$ cat config.mk
export PLATFORM = sky130hd
export DESIGN_NAME = fetch_stage
export DESIGN_NICKNAME = d
export VERILOG_FILES = /design/src/rtl/fetch_stage.sv
export SDC_FILE = /design/constraint.sdc
export NUM_CORES = 1
export LEC_CHECK = 0
export ABC_AREA = 1
export CAP_MARGIN = 40
export CORE_MARGIN = 4
export CORE_UTILIZATION = 40
export DETAILED_ROUTE_END_ITERATION = 10
export SYNTH_ARGS = -nofsm -noshare
export SYNTH_HDL_FRONTEND = slang
export SYNTH_SLANG_ARGS = --single-unit
$ cat constraint.sdc
create_clock -name clk -period 1.7 [get_ports clk]
set_input_delay 0.17 -clock clk [delete_from_list [all_inputs] [get_ports clk]]
set_output_delay 0.17 -clock clk [all_outputs]
set_load 0.05 [all_outputs]
$ cat src/rtl/fetch_stage.sv
// Instruction fetch stage: drives the instruction memory, fills the IF/ID register,
// and absorbs decode stalls and control-flow redirects without aborting in-flight reads.
module fetch_stage #(
  parameter logic [15:0] RESET_PC = 16'h0000
) (
  input  logic        clk,
  input  logic        reset,
  input  logic        stall,
  input  logic        redirect,
  input  logic [15:0] redirect_pc,
  input  logic        imem_resp,
  input  logic [15:0] imem_rdata,
  output logic        imem_read,
  output logic [15:0] imem_address,
  output logic        if_id_valid,
  output logic [15:0] if_id_ir,
  output logic [15:0] if_id_pc,
  output logic [3:0]  opcode,
  output logic        useimm5,
  output logic        useJSR,
  output logic        shf_D
);

  localparam int unsigned W = 16;
  localparam logic [W-1:0] PC_MASK = 16'hFFFE;
  localparam logic [W-1:0] NOP = 16'h0000;

  typedef enum logic [1:0] {FETCH, HOLD, DRAIN} state_t;

  state_t         state, state_n;
  logic [W-1:0]   pc, pc_n, pc_inc;
  logic [W-1:0]   pending_pc, pending_pc_n;
  logic [W-1:0]   buf_ir, buf_ir_n, buf_pc, buf_pc_n;
  logic           valid_n;
  logic [W-1:0]   ir_n, ipc_n;

  assign pc_inc = W'(pc + W'(2));

  // State and datapath registers
  always_ff @(posedge clk) begin
    if (reset) begin
      state       <= FETCH;
      pc          <= RESET_PC & PC_MASK;
      pending_pc  <= '0;
      buf_ir      <= '0;
      buf_pc      <= '0;
      if_id_valid <= 1'b0;
      if_id_ir    <= NOP;
      if_id_pc    <= '0;
    end else begin
      state       <= state_n;
      pc          <= pc_n & PC_MASK;
      pending_pc  <= pending_pc_n;
      buf_ir      <= buf_ir_n;
      buf_pc      <= buf_pc_n;
      if_id_valid <= valid_n;
      if_id_ir    <= ir_n;
      if_id_pc    <= ipc_n;
    end
  end

  // Next-state and IF/ID update; redirect outranks stall and any response
  always_comb begin
    state_n      = state;
    pc_n         = pc;
    pending_pc_n = pending_pc;
    buf_ir_n     = buf_ir;
    buf_pc_n     = buf_pc;
    valid_n      = if_id_valid;
    ir_n         = if_id_ir;
    ipc_n        = if_id_pc;

    // Bubble when decode advances and nothing new arrives
    if (!stall) begin
      valid_n = 1'b0;
      ir_n    = NOP;
    end

    unique case (state)
      FETCH: begin
        if (redirect) begin
          if (imem_resp) begin
            pc_n = redirect_pc;
          end else begin
            pending_pc_n = redirect_pc;
            state_n      = DRAIN;
          end
        end else if (imem_resp) begin
          pc_n = pc_inc;
          if (!stall || !if_id_valid) begin
            valid_n = 1'b1;
            ir_n    = imem_rdata;
            ipc_n   = pc_inc;
          end else begin
            buf_ir_n = imem_rdata;
            buf_pc_n = pc_inc;
            state_n  = HOLD;
          end
        end
      end
      HOLD: begin
        if (redirect) begin
          pc_n    = redirect_pc;
          state_n = FETCH;
        end else if (!stall) begin
          valid_n = 1'b1;
          ir_n    = buf_ir;
          ipc_n   = buf_pc;
          state_n = FETCH;
        end
      end
      DRAIN: begin
        if (redirect) begin
          pending_pc_n = redirect_pc;
          if (imem_resp) begin
            pc_n    = redirect_pc;
            state_n = FETCH;
          end
        end else if (imem_resp) begin
          pc_n    = pending_pc;
          state_n = FETCH;
        end
      end
      default: state_n = FETCH;
    endcase

    if (redirect) begin
      valid_n = 1'b0;
      ir_n    = NOP;
    end
  end

  // Memory request and control-ROM fields decode straight from registered state
  assign imem_read    = (state != HOLD);
  assign imem_address = pc;
  assign opcode       = if_id_ir[15:12];
  assign useimm5      = if_id_ir[5];
  assign useJSR       = if_id_ir[11];
  assign shf_D        = if_id_ir[4];

endmodule

==> summary.txt, run 1 <==
Run status
  • Status: finished clean

Timing
  • Period utilization: 97.7%
  • FMAX: 602 MHz
  • RSZ-0062 raised after global routing: no
  • Worst rel slew slack: 65.7%
  • # setup viols final: 0
  • Final Skew: 10.8 ps
  • WHS: 433 ps
  • Final Hold Fails: 0
  • Fin. max-slew vios: 0
  • Worst slew pin tran: 514 ps
  • Minimum clock period: 1660 ps

Floorplanning
  • Die Ht: 120 um
  • Die extent in x: 120 um
  • Initial Util: 41.1%
  • Rows: 40
  • # IOs: 94
  • Core footprint: 12100 um2
  • Full die area: 14300 um2

Clock network
  • Worst skew pair latency: 350 ps
  • Post-CTS setup repair buffer count: 0
  • H-tree levels: 3
  • CTS buffer count: 9
  • CTS root buffer: clkbuf_16
  • Max clock buf depth: 2
  • Clock transition at the registers of the reported paths: 70 ps
  • CTS tree: built
  • CTS sink count: 95

Routing
  • Wirelength per Cell: 13.8 um
  • Antenna-violating nets left: 0
  • Vias per cell: 5.03
  • Final wirelength: 14000 um
  • Vias: 5105
  • # DRC: 0
  • TritonRoute pass-1 iters: 5
  • Number of DRC markers in iteration 0: 380

Worst setup path
  • Critical path's top delay family: buffers and inverters
  • FF-to-FF path depth: 6
  • Reg2reg start: imem_address[2]$_SDFFE_PP0P_
  • Critical path fanouts, max: 2
  • Flop-to-flop setup slack: 100 ps
  • Crit path DAT: 1490 ps
  • CP required: 1530 ps
  • WP buf/inv: 1
  • Crit Path Class: reg -> out
  • Critical path launch point type: flop
  • Reg-to-reg endpoint: imem_address[15]$_SDFFE_PP0P_
  • Crit-path slowest cell: clkdlybuf4s50_1
  • Crit path capture type: output port
  • CP max stage delay: 810 ps
  • Crit-path cells: clkdlybuf4s50_1

Layout
  • Most common cell after layout, fill and taps aside: nand2_1
  • Nets: 883
  • Filler cells: 1240
  • Util after Layout: 53.7%
  • Layout cells sized above 1: 14.4%
  • Area growth, synth to finish: 30.6%
  • Diode count: 0
  • Most frequent cells in the layout: nand2_1 (167), nor2_1 (107), dfxtp_1 (90)

Yosys
  • Post-Syn Area per Cell: 6.60 um2
  • Post-synthesis simple-gate area fraction: 30.3%
  • Yosys cell types: 32
  • Mapped cell area: 4980 um2
  • Post-synthesis sequential area ratio: 38.2%
  • Flop and latch count out of synthesis: 95
  • Mux contribution to synthesized area: 0%
  • Synth Warn #: 0
  • Largest family of logic cells by synthesized area: simple AND/OR/NAND/NOR gates
  • Largest area contributor in the netlist: dfxtp_1
  • Share of Yosys cell area claimed by the top area cell type: 38.2%
  • Synth top area cells: dfxtp_1 (38%), nand2_1 (13%), o21ai_0 (8.8%), nor2_1 (8.1%), a21oi_1 (5.9%)
  • Synth Area in XOR/XNOR: 0.653%
  • Synth Area in Compound Gates: 18.6%
  • Post-synthesis cell count: 754
  • Synth Area in Adders: 0.251%

Placement
  • Routability cong.: 0.866
  • DPL Wire Length: 10300 um
  • Port Buffer Count: 90

Power and ir drop
  • Max IR drop VDD: 0.000516 V
  • Comb pwr share: 21.6%
  • Sequential share of power: 40.8%
  • Pwr per Cell Area: 927 nW/um2
  • Clk pwr share: 37.7%
  • Sw power: 1800 uW
  • LEAKAGE: 0.00297 uW
  • Net Sw Frac: 29.8%
  • Int Pwr: 4230 uW

Global route
  • Initial antenna violation count: 0
  • Number of global-route vias before repair: 4781
  • Largest net degree at the start of global routing: 55
  • GRT Util Overall: 19.4%
  • Overflow after GRT: 0
  • Global-route wire length before repair: 22600 um

Worst hold path
  • Hold path startpoint: imem_rdata[7]
  • Hold Path Depth: 3
  • Hold path endpoint: buf_ir[7]$_SDFFE_PP0P_
  • Hold Crit Class: in -> reg

Job
  • Maxcap violations: 0
power groups by stage:
stage                     Clock (uW)  Sequential (uW)  Combinational [uW]
after floorplan                    0             2790                 551
after global placement             0             2500                1290
after detailed placement           0             2510                1300
after CTS                       2330             2460                1310
after global routing            2380             2470                1420
final                           2270             2460                1300
registers in the layout, summed over array words and instances (netlist names):
register,flops
if_id_valid,1
buf_pc,15
if_id_pc,15
state,2
buf_ir,16
if_id_ir,16
pending_pc,15
imem_address,15
area by class of cell:
type                    instances  area [um2]  share of cell area, %
clock buffers                   9         225                   3.46
clock inverters                 4        97.6                   1.50
inverters                      74         285                   4.39
multi-input cells             537        2510                   38.5
flip-flops and latches         95        1910                   29.3
well taps                     168         210                   3.23
repair buffers                128        1270                   19.5
per-layer routing:
metal	GRT usage (%)	wire length (um)	share of wire (%)	vias to the layer above
met5	0	0	0	-
met4	8.73	329	2.3	0
met3	2.87	642	4.6	22
met2	33.2	6640	47	148
met1	24.1	6400	46	2311
li1	-	-	-	2624
timing repair:
action	in CTS	in global routing
endpoints found under the setup margin	9	12
resized for setup	4	11
pin swaps	0	1
hold buffers	0	0
cloned	0	1
tightest hold or removal path: stages:
cell	delay, ps
clkdlybuf4s50_1	420
nor2_1	100
nor2_1	50
worst max-delay path by stage:
stage | start | to | slack, ps | depth (start not counted)
2_1_floorplan | imem_address[4]$_SDFFE_PP0P_ | buf_pc[9]$_SDFFE_PP0P_ | 40 | 7
3_3_place_gp | imem_resp | imem_address[10]$_SDFFE_PP0P_ | -0.8 | 10
3_5_place_dp | imem_resp | imem_address[15]$_SDFFE_PP0P_ | -30 | 7
4_1_cts | if_id_ir[12]$_SDFF_PP0_ | if_id_ir[12] | 0.9 | 1
5_1_grt | if_id_ir[1]$_SDFF_PP0_ | if_id_ir[1] | 7 | 1
6_report | if_id_ir[8]$_SDFF_PP0_ | if_id_ir[8] | 40 | 1
per-stage QoR:
stage,cells,instance area (um2),TNS (ps),setup WS (ps),power [uW]
2_1_floorplan,755,4990,0,43.3,3340
3_3_place_gp,1001,6140,-0.819,-0.819,3800
3_5_place_dp,1001,6140,-74.8,-25.6,3810
4_1_cts,1014,6470,0,0.891,6090
5_1_grt,1015,6500,0,7.43,6280
6_report,1015,6500,0,38.4,6030
synth_stat cells:
cell type	count
nand2_1	167
nor2_1	107
dfxtp_1	95
o21ai_0	88
inv_1	65
a21oi_1	59
nand3_1	56
buf_2	18
buf_4	15
a31oi_1	12
nand4_1	11
clkbuf_1	10
a21oi_2	6
inv_2	6
buf_6	5
nand2_2	5
nor2_4	4
o211ai_1	4
o21ai_1	4
inv_4	3
nor2_2	2
xor2_2	2
and2_1	1
buf_1	1
clkbuf_2	1
conb_1	1
ha_1	1
nand2_4	1
nor2_8	1
nor3_1	1
o21a_1	1
o31ai_1	1
kinds of logic after synthesis:
kind of cell | count (synthesis)
AOI/OAI and AO/OA | 175
DFF | 95
and+or+nand+nor | 356
buffers and inverters | 124
adders and majority gates | 1
xor gates and xnor gates | 2
other | 1
(Power assumes the default switching activity.)
==> run 2, diff against run 1 <==
--- a/config.mk
+++ b/config.mk
@@ -10,6 +10,7 @@
 export CORE_MARGIN = 4
 export CORE_UTILIZATION = 40
 export DETAILED_ROUTE_END_ITERATION = 10
+export RECOVER_POWER = 100
 export SYNTH_ARGS = -nofsm -noshare
 export SYNTH_HDL_FRONTEND = slang
 export SYNTH_SLANG_ARGS = --single-unit
==> run 2 against run 1 <==
Compared with the run above:
- sequential power about the same
- register-to-register slack about the same
- setup slack about the same
- total power decreased by 1.4%
- clock skew about the same
- design area decreased by 4.2%
- maximum frequency about the same
- worst hold slack about the same
- non-clock buffer count unchanged
- die area unchanged
- first-iteration DRC count increased by 8.2%
- critical endpoint unchanged
- highest routed layer unchanged
==> summary.txt, run 2 (synthesis gave the netlist of run 1 again) <==
Run status
  • Status: finished clean

Placement
  • Port Buffer Count: 90
  • Routability cong.: 0.866
  • DPL Wire Length: 10300 um

Routing
  • Vias per cell: 5.02
  • TritonRoute pass-1 iters: 4
  • Vias: 5100
  • Wirelength per Cell: 13.9 um
  • # DRC: 0
  • Antenna-violating nets left: 0
  • Final wirelength: 14100 um
  • Number of DRC markers in iteration 0: 411

Timing
  • Worst rel slew slack: 56.0%
  • Fin Setup TNS: 0 ps
  • Minimum clock period: 1660 ps
  • RSZ-0062 raised after global routing: no
  • # setup viols final: 0
  • Final Hold Fails: 0
  • Fin. max-slew vios: 0
  • WHS: 433 ps
  • FMAX: 602 MHz
  • Final Skew: 11.0 ps
  • Period utilization: 97.8%
  • Worst slew pin tran: 662 ps

Global route
  • GRT Util Overall: 19.4%
  • Number of global-route vias before repair: 4781
  • Global-route wire length before repair: 22600 um
  • Grt peak-use layer: met2
  • Routing usage on met1: 24.1%
  • Met2 usage: 33.2%
  • Met3 global-route usage: 2.87%
  • Initial antenna violation count: 0
  • Overflow after GRT: 0
  • Largest net degree at the start of global routing: 55

Power and ir drop
  • LEAKAGE: 0.00265 uW
  • Sequential share of power: 41.3%
  • Comb pwr share: 20.5%
  • Pwr per Cell Area: 954 nW/um2
  • Clk pwr share: 38.2%
  • Max IR drop VDD: 0.000510 V
  • Int Pwr: 4150 uW
  • Sw power: 1800 uW
  • Total power draw: 5950 uW
  • Net Sw Frac: 30.2%

Layout
  • Diode count: 0
  • Nets: 883
  • Largest regs: buf_ir x16, if_id_ir x16
  • Most common cell after layout, fill and taps aside: nand2_1
  • Most frequent cells in the layout: nand2_1 (169), nor2_1 (107), o21ai_0 (90), dfxtp_1 (90), inv_1 (66)
  • Filler cells: 1292
  • Area growth, synth to finish: 25.2%
  • Layout cells sized above 1: 10.5%

Worst setup path
  • CP required: 1530 ps
  • Crit-path cells: clkdlybuf4s50_1
  • Critical path fanouts, max: 2
  • Flop-to-flop setup slack: 110 ps
  • Crit path capture type: output port
  • Critical path's top delay family: buffers and inverters
  • Crit-path slowest cell: clkdlybuf4s50_1
  • Crit Path Class: reg -> out
  • Crit path DAT: 1490 ps
  • Critical path launch point type: flop
  • CP max stage delay: 810 ps
  • WP buf/inv: 1

Clock network
  • CTS sink count: 95
  • Max clock buf depth: 2
  • CTS tree: built
  • CTS buffer count: 9
  • CTS root buffer: clkbuf_16
  • H-tree levels: 3
  • Worst skew pair latency: 350 ps
  • Clock transition at the registers of the reported paths: 70 ps

Floorplanning
  • Die Ht: 120 um
  • Initial Util: 41.1%
  • # IOs: 94
  • Rows: 40
  • Core footprint: 12100 um2
  • Die extent in x: 120 um
  • Full die area: 14300 um2

Worst hold path
  • Hold Crit Class: in -> reg

Job
  • Maxcap violations: 0
==> run 2: cell types whose count changed in the layout (fill, tap and decap cells not counted), moves of 2 or more <==
cell / change
nand2_2: -2
clkbuf_2: +9
buf_12: -4
o21ai_0: +2
o21ai_1: -2
nand2_1: +2
dlymetal6s2s_1: -9
buf_4: -37
clkbuf_1: +39
==> run 2: through the flow <==
step	area (um2)	worst slack (ps)	instances	utilization (%)
2_1_floorplan	4990	43.3	755	-
3_3_place_gp	6140	-0.819	1001	50.7
3_5_place_dp	6140	-25.6	1001	50.7
4_1_cts	6470	0.891	1014	53.4
5_1_grt	6230	5.69	1015	51.5
6_report	6230	38.1	1015	51.5
==> run 2: final cells by class <==
class | instances | area [um2] | share of cell area, %
repair buffers | 128 | 1010 | 16.2
clock inverters | 4 | 97.6 | 1.57
well taps | 168 | 210 | 3.37
clock buffers | 9 | 225 | 3.61
multi-input cells | 537 | 2500 | 40.0
inverters | 74 | 285 | 4.58
flip-flops and latches | 95 | 1910 | 30.6
==> run 2: final timing paths <==
check	cells after the start	from	to
setup / recovery	1	if_id_ir[8]$_SDFF_PP0_	if_id_ir[8]
hold / removal	3	imem_rdata[7]	buf_ir[7]$_SDFFE_PP0P_
setup reg to reg	8	imem_address[2]$_SDFFE_PP0P_	buf_pc[15]$_SDFFE_PP0P_
hold reg to reg	2	if_id_pc[1]$_SDFFE_PP0P_	if_id_pc[1]$_SDFFE_PP0P_
==> run 2: power by group through the flow <==
stage	combinational (uW)	clock [uW]	sequential, uW
floorplan	551	0	2790
finish	1220	2270	2460
CTS	1310	2330	2460
detailed placement	1300	0	2510
global placement	1290	0	2500
global route	1340	2380	2470
==> run 2: routing by layer <==
layer	vias to the layer above	wire, um
met5	-	0
met4	0	323
met3	21	695
met2	146	6660
met1	2312	6410
li1	2621	-
==> run 2: timing repair <==
action | CTS | global route
gates cloned | 0 | 1
resized for setup | 4 | 11
pin swaps | 0 | 1
endpoints found under the setup margin | 9 | 12
hold buffers | 0 | 0
setup buffers | 0 | 0
==> run 3, diff against run 2 <==
--- a/config.mk
+++ b/config.mk
@@ -11,6 +11,7 @@
 export CORE_UTILIZATION = 40
 export DETAILED_ROUTE_END_ITERATION = 10
 export RECOVER_POWER = 100
+export SLEW_MARGIN = 20
 export SYNTH_ARGS = -nofsm -noshare
 export SYNTH_HDL_FRONTEND = slang
 export SYNTH_SLANG_ARGS = --single-unit
==> results of run 3 <==
Same layout as run 2: the final DEF is identical, and so are final timing and power.
==> patch (settings of run 3) <==
Make the reset (`reset`) asynchronous in one clocked block.
--- a/src/rtl/fetch_stage.sv
+++ b/src/rtl/fetch_stage.sv
@@ -37,7 +37,7 @@
   assign pc_inc = W'(pc + W'(2));
 
   // State and datapath registers
-  always_ff @(posedge clk) begin
+  always_ff @(posedge clk or posedge reset) begin
     if (reset) begin
       state       <= FETCH;
       pc          <= RESET_PC & PC_MASK;
Function: differs if reset is asserted again (counterexample within 4 cycles, from zero or initial values and one cycle with reset high); with reset held inactive, the same outputs for 4 cycles.
==> patch against run 3 <==
Utilization rose by 0.77 points; sequential cell count is the same; first-iteration DRC count rose by 12%; area after synthesis grew 0.85%; setup slack gained 0.060 ns; die area grew 0.80%; routed wire length fell by 4.5%; final area is 1.9% higher; non-clock buffer count grew 6; fmax increased by 3.8%.
Power is not compared: it rests on default switching activity, and its combinational part moved more than twofold at a synthesized area within 25%.
==> patch: results (changes against run 3) <==
metric;value;unit;change
synth.avg_cell_area;7.52;um^2;+14%
worstSetupPathType;reg -> reg;;
ys_async_sr_fraction;100;%;+100 points
met1_usage;28.5;%;+4.3 points
power;0.00807;W;
ys_seq_area_share;47.3;%;+9.1 points
clockBufferCount;10;;+1
slew_headroom;58.5;%;+2.4 points
grt_pass1_wl;22400;um;-1.0%
num-nonclk-buffers;134;;+4.7%
inv_count;42;;-43%
worstSetupEndpoint;if_id_pc[7];;
buf_share;16.5;%;+0.27 points
finalCritPeriodShare;94.2;%;-3.5 points
synth_common_cells;200 x nand2_1, 95 x dfrtp_1, 75 x nor2_1;;
ys_top_cells_by_area;dfrtp_1 47%, nand2_1 15%, nor2_1 5.6%, o21ai_0 5.4%, nand3_1 5.1%;;
synth_compound_area_share;14.8;%;-3.9 points
synth_cell_types;36;;+13%
layout-drive-gt1-share;11.3;%;+0.83 points
grt.total_usage;19.2;%;-0.24 points
drt-met1-wl;6590;um;+2.7%
nets;809;;-8.4%
grt.met3_usage;2.83;%;-0.047 points
synth_xor_xnor_area_share;1.05;%;+0.39 points
reg_top3;buf_ir x16, if_id_ir x16;;
grt_max_degree;96;;+75%
fillers;1212;;-6.2%
htree_levels;3;;unchanged
grt_pass1_vias;4443;;-7.1%
synthAdderAreaFrac;0.249;%;-0.0021 points
reg2reg_depth;7;;-1
outcome;complete, no violations;;
netlist_instances;668;;-11%
use_met2;28.2;%;-5.0 points
hpwl;9730;um;-5.5%
r2r_start;imem_address[1];;
multi_input_area_share;35.4;%;-4.6 points
avgViaCountPerCell;4.99;;-0.72%
pre_cts_slack;-0.0231;ns;+0.00253 ns
crit_family;simple AND/OR/NAND/NOR gates;;
min_to;buf_ir[8];;
final_cell_area;6350;um^2;+1.9%
synth_mux_area_share;0;%;unchanged
fin_skew;0.00781;ns;-0.00319 ns
routed_wl;13500;um;-4.5%
worstHoldStart;imem_rdata[8];;
whs;0.380;ns;-0.0533 ns
crit_path_max_fanout;4;;+2
max_stage_delay;0.40;ns;-0.41 ns
placed_cells;928;;-7.3%
wl_met2;5950;um;-11%
fin_cells;944;;-7.0%
## patch: cell types whose count changed in the layout (fill, tap and decap cells not counted), moves of 6 or more
| cell | before | now |
|---|---|---|
| a21oi_1 | 59 | 42 |
| a21oi_2 | 6 | 0 |
| a31oi_1 | 12 | 6 |
| buf_4 | 23 | 31 |
| clkdlybuf4s50_1 | 44 | 33 |
| dfrtp_1 | 0 | 92 |
| dfxtp_1 | 90 | 0 |
| dlygate4sd2_1 | 2 | 13 |
| inv_1 | 66 | 35 |
| nand2_1 | 169 | 201 |
| nor2_1 | 107 | 75 |
| o211ai_1 | 4 | 13 |
| o21ai_0 | 90 | 56 |
| o21ai_1 | 2 | 9 |
## patch: repair_timing
action | in CTS | in global routing
resized for setup | 13 | 8
endpoints found under the setup margin | 13 | 19
pin swaps | 0 | 0
setup buffers | 0 | 0
hold buffers | 0 | 0
